--- src/rtl/nested_cfg_sequencer.sv ---
// Nested configuration chain sequencer: level k follows level k-1, optionally inverted.
// Optional build macro: NESTED_CFG_SEQ_CHECK_EN enables the final-level check (chk_err).
module nested_cfg_sequencer #(
    parameter int               W        = 2,
    parameter int               DEPTH    = 2,
    parameter logic [DEPTH-1:0] INV_MASK = '0,
    parameter logic [W-1:0]     DEFAULT  = '1
) (
    input  logic               clk,
    input  logic               rst,
    input  logic               req_valid,
    output logic               req_ready,
    input  logic [W-1:0]       req_data,
    output logic [DEPTH*W-1:0] cfg_out,
    output logic [W-1:0]       cfg_final,
    output logic               busy,
    output logic               done,
    output logic               chk_err
);

    localparam int IW = $clog2(DEPTH + 1);

    function automatic logic [DEPTH*W-1:0] reset_chain();
        logic [DEPTH*W-1:0] c;
        logic [W-1:0]       v;
        v = DEFAULT;
        c = '0;
        for (int k = 0; k < DEPTH; k++) begin
            if (k != 0 && INV_MASK[k]) v = ~v;
            c[k*W +: W] = v;
        end
        return c;
    endfunction

    localparam logic [DEPTH*W-1:0] RST_CFG = reset_chain();

    typedef enum logic [1:0] {
        IDLE,
        PROP,
        DONE
    } state_t;

    state_t             state_q;
    logic [IW-1:0]      idx_q;
    logic [W-1:0]       hold_q;
    logic [DEPTH*W-1:0] cfg_q;
    logic [W-1:0]       next_lvl;

    // value for the level currently addressed by idx_q
    always_comb begin
        next_lvl = hold_q;
        for (int k = 1; k < DEPTH; k++) begin
            if (idx_q == IW'(k)) begin
                next_lvl = INV_MASK[k] ? ~cfg_q[(k-1)*W +: W]
                                       :  cfg_q[(k-1)*W +: W];
            end
        end
    end

    always_ff @(posedge clk) begin
        if (rst) begin
            state_q <= IDLE;
            idx_q   <= '0;
            hold_q  <= '0;
            cfg_q   <= RST_CFG;
            busy    <= 1'b0;
            done    <= 1'b0;
        end else begin
            unique case (state_q)
                IDLE: begin
                    if (req_valid) begin
                        hold_q  <= req_data;
                        idx_q   <= '0;
                        busy    <= 1'b1;
                        state_q <= PROP;
                    end
                end
                PROP: begin
                    for (int k = 0; k < DEPTH; k++) begin
                        if (idx_q == IW'(k)) cfg_q[k*W +: W] <= next_lvl;
                    end
                    if (idx_q == IW'(DEPTH - 1)) begin
                        done    <= 1'b1;
                        state_q <= DONE;
                    end else begin
                        idx_q <= idx_q + 1'b1;
                    end
                end
                DONE: begin
                    done    <= 1'b0;
                    busy    <= 1'b0;
                    state_q <= IDLE;
                end
                default: state_q <= IDLE;
            endcase
        end
    end

    assign req_ready = (state_q == IDLE) & ~rst;
    assign cfg_out   = cfg_q;
    assign cfg_final = cfg_q[(DEPTH-1)*W +: W];

`ifdef NESTED_CFG_SEQ_CHECK_EN
    function automatic logic mask_par();
        logic p;
        p = 1'b0;
        for (int k = 1; k < DEPTH; k++) p = p ^ INV_MASK[k];
        return p;
    endfunction

    localparam logic MASK_PAR = mask_par();

    logic [W-1:0] exp_final;
    assign exp_final = hold_q ^ {W{MASK_PAR}};

    always_ff @(posedge clk) begin
        if (rst) begin
            chk_err <= 1'b0;
        end else if (state_q == DONE && cfg_final != exp_final) begin
            chk_err <= 1'b1;
        end
    end
`else
    assign chk_err = 1'b0;
`endif

endmodule

--- config.mk ---
export PLATFORM = sky130hd
export DESIGN_NAME = nested_cfg_sequencer
export DESIGN_NICKNAME = d
export VERILOG_FILES = /design/src/rtl/nested_cfg_sequencer.sv
export SDC_FILE = /design/constraint.sdc
export NUM_CORES = 1
export LEC_CHECK = 0
export CORE_MARGIN = 1
export CORE_UTILIZATION = 25
export CTS_CLUSTER_DIAMETER = 30
export CTS_CLUSTER_SIZE = 25
export DETAILED_ROUTE_END_ITERATION = 10
export GPL_TIMING_DRIVEN = 0
export MAX_ROUTING_LAYER = met4
export PLACE_DENSITY = 0.55
export SYNTH_ARGS = -nofsm -noshare
export SYNTH_HDL_FRONTEND = slang
export SYNTH_SLANG_ARGS = --single-unit
--- constraint.sdc ---
create_clock -name clk -period 1.4 [get_ports clk]
set_clock_uncertainty 0.2 [all_clocks]
set_input_delay 0.28 -clock clk [delete_from_list [all_inputs] [get_ports clk]]
set_output_delay 0.28 -clock clk [all_outputs]
set_load 0.01 [all_outputs]
# Yosys cells after proc, flatten, opt, wreduce, memory -nomap -nowiden
# Index checks and enable logic that the tools add are counted.
[op_classes]
add_sub_neg = 1
n_eq_ne = 6
muxes = 11
bitwise = 2
reduce_logical = 12
[ops]
columns = ["operator", "count"]
rows = [
  ["2-bit AND reduction", 6],
  ["2-bit 2-to-1 mux", 5],
  ["2-bit case mux with 2 select lines", 2],
  ["2-bit inequality test (second input constant)", 3],
  ["2-bit nonzero test", 3],
  ["2-bit by 1-bit equality test with 1-bit output (second input constant)", 2],
  ["2-bit logical NOT", 2],
  ["1-bit case mux with 2 select lines", 2],
  ["3-bit AND reduction", 1],
  ["2-bit by 1-bit adder with 2-bit output (second input constant)", 1],
  ["2-bit equality test (second input constant)", 1],
  ["1-bit 2-to-1 mux", 2],
  ["1-bit bitwise AND", 1],
  ["1-bit inverter", 1],
]
[word_totals]
reg_bits = 12
out_inout_bits = 10
wordCells = 39

# Depth between registers and ports, before layout
[logic_depth]
depth_word = 3
mapped_depth = 5
mapped_depth_nobuf = 5

# Worst setup path before layout
# No wires, ideal clock.
[synth_timing]
path_type = "reg-to-reg"
startpoint = "register idx_q[1]"
endpoint = "register cfg_q[1], in the netlist cfg_out[1]"
setup_time_ns = 0.115
arrival_ns = 1.183
required_ns = 1.085
slack_ns = -0.098
stages_incl_launch_ff = 6
cell_sequence = "dfxtp_1 inv_1 ha_1 and4bb_1 mux2i_1 nand2_1"
[synth_via]
elab_chain_len = 2
word_cells_on_any_way = 4
[synth_lines]
columns = ["item", "line_no", "rtl"]
rows = [
  ["start, declared", "44", "logic [IW-1:0] idx_q;"],
  ["start signal, assigned", "86", "idx_q <= idx_q + 1'b1;"],
  ["2-bit by 1-bit equality test with 1-bit output or 2-bit logical NOT (tied branches)", "53, 80", ""],
  ["2-bit 2-to-1 mux or 2-bit AND reduction (tied branches)", "--", ""],
  ["end signal, assigned by index", "80", "if (idx_q == IW'(k)) cfg_q[k*W +: W] <= next_lvl;"],
  ["end, declared", "46", "logic [DEPTH*W-1:0] cfg_q;"],
]
# Several ways; a longest one is shown, not always the timed one.
# A chain may end at the register's enable or synchronous reset.

# Worst setup path after layout
# Ends and elaborated chain as after synthesis.

==> metrics.txt <==
minimum period implied by the final worst setup slack 1.46 ns; routability congestion estimate 0.601; Setup crit start kind register; drt via density 4.36; Post-Layout Cell Count 110; endpoint arrival time on the critical path 1.42 ns; number of antenna violations at the first check in global routing 0; die area 2390 um2; total non-filler cell area in the finished layout 845 um2; endpoint class of the critical path register; Cell variety after synth 25; Seq/Total Area, Yosys 0.436; total clock buffers created by CTS 3; global-route track usage on met3 0.0187; Static Leakage 0.382 nW; max-cap violations 0; via count of the first global-routing pass 432; slowest cell delay on critical path 0.34 ns; power density over the cells 980 nW/um2; Placed Cells 98; # H-tree levels 1; fin worst setup slack -0.0574 ns; GRT Max-Usage Layer met2; Synth area leader dfxtp_1; largest cells by area after synthesis dfxtp_1, mux2i_1, ha_1; Final Hold Viols 0; GR Overflow Total 0; Seq cells post-synth 12; crit-path cells inv_2 -> ha_4 -> and4bb_2 -> mux2i_1 -> nand2_1; # nets final 91; unrepaired setup endpoints after global routing true; total standard cell area after synthesis 551 um2; violated checks setup timing; number of vias in the routed layout 480; DRC violation total after the first TritonRoute iteration 7; worst vdd ir 283 uV; total of buffers placed on input and output ports 13; layout cells sized above 1 0.410; maximum number of pins on one net before global-route repair 11; Final HPWL DP 749 um; number of remaining DRC errors 0; placed cell areas 727 um2; clk_lat worst skew 0.27 ns; most used standard cells in the synthesized netlist dfxtp_1, inv_1, nor2_1; fin crit share 1.04; Boundary Pins 15; critical path peak fanout 4; global router's overall resource usage 0.114; Die Ht 48.9 um; first-pass GRT wire length 1940 um; average detailed-routed wire length per instance 10.4 um; top-area cell type share of the netlist area 0.436; predominant post-synthesis flop cell dfxtp_1; setup-violating endpoint count in the final report 2; antenna-violating nets left 0; total number of placement rows 16; number of warning messages in the yosys log 0; sum of internal, switching and leakage power 0.000827 W; Cells after Synth 58; maximum frequency from static timing analysis 686 MHz; length of the first detailed-routing pass in iterations 4; Reg clk slew, reported paths 0.08 ns; number of synthesized flops with an enable pin 0; Layout Area Growth over Synthesis 53.4%; hold_ws 0.132 ns; width of the die 48.9 um; initial cell density of the core 0.272; global routing usage on met1 0.123; result of the run finished, violations left; required time of the critical path 1.36 ns; Post-Place Worst Slack -0.808 ns; routed wire length 1140 um; beginning of the critical path idx_q[1]; Worst Hold Launch rst; CTS tree done; Pins Over Slew Limit 0; area of the core 2020 um2; hold crit path type in2reg; Root Buffer Master clkbuf_4; Reg2Reg Launch Point idx_q[1]; number of antenna repair diodes 0; share of flip-flops with an asynchronous set or reset 0; CTS max path bufs 2; slowest stage cell, crit path dfxtp_2; met2 GRT Util 0.174; Critical Setup Path Class reg2reg; Post-Syn Area per Cell 9.49 um2; clk sinks 12; syn nets 65; most common cell in the netlist dfxtp_1
repair_timing:
| action | 4_1_cts | 5_1_grt |
|---|---|---|
| gates cloned | 0 | 0 |
| resized for setup | 37 | 4 |
| pin swaps | 3 | 2 |
| hold buffers | 0 | 0 |
| setup buffers | 7 | 3 |
| endpoints found under the setup margin | 10 | 12 |
metrics by stage:
step                       util  setup TNS (ns)
after floorplan               -               0
after global placement    0.360           -3.23
after detailed placement  0.360           -3.28
after CTS                 0.417          -0.155
after global routing      0.418          -0.284
final                     0.418          -0.109
kinds of logic (layout without fill, tap and decap cells):
logic type / Yosys count / count (layout) / share of synthesized area
multiplexers: 4 / 4 / 0.0727
AO/OA/AOI/OAI: 10 / 10 / 0.116
flip-flops: 12 / 12 / 0.436
buffers and inverters: 10 / 35 / 0.102
other: 1 / 1 / 0.00681
adder cells (fa/ha/maj): 2 / 2 / 0.0454
AND/OR/NAND/NOR: 19 / 19 / 0.220
layout make-up:
| type | count | area (um2) |
|---|---|---|
| repair buffers | 23 | 204 |
| multi-input cells | 36 | 272 |
| fillers | 206 | 1180 |
| clock buffers | 4 | 36.3 |
| well taps | 27 | 33.8 |
| inverters | 5 | 18.8 |
| flip-flops and latches | 12 | 248 |
| plain buffers | 3 | 32.5 |
state kept, by name, indices dropped and copies added (netlist names):
| register | count |
|---|---|
| busy | 1 |
| hold_q | 2 |
| idx_q | 2 |
| cfg_out | 4 |
| state_q | 2 |
| done | 1 |
placed cells by master (no fill, tap or decap), types with 3 or more instances in the layout:
cell and count:
dfxtp_2 6, clkdlybuf4s50_1 3, dlygate4sd2_1 4, clkbuf_4 3
dfxtp_1 6, nand2_1 3, buf_4 8, buf_6 6
nor2_1 5, mux2i_1 4, a21oi_1 3, inv_1 4
critical path: cells and delay by family, from the launching register on:
| family | cells | cell delay (ns) |
|---|---|---|
| simple gates | 2 | 0.41 |
| flops | 1 | 0.34 |
| mux | 1 | 0.19 |
| fa+ha+maj | 1 | 0.16 |
| buf+inv | 1 | 0.05 |
report_power, final:
group / internal [W] / leakage (nW) / switching, W
Combinational: 0.0000935 / 0.262 / 0.0000747
Clock: 0.000158 / 0.0210 / 0.000119
Sequential: 0.000366 / 0.0991 / 0.0000160
Total: 0.000617 / 0.382 / 0.000210
final timing paths:
kind,to,slack (ns),cells after the start
worst max-delay path,cfg_out[1],-0.06,5
worst max register to register,cfg_out[1],-0.06,5
worst min register to register,done,0.28,2
worst min-delay path,state_q[0],0.13,2
per-layer routing:
layer	routed length (um)	share of wire
met1	510	0.45
met2	577	0.51
met3	40	0.035
met4	14	0.012
met5	0	0
No activity file was read; power rests on OpenSTA's default activity.
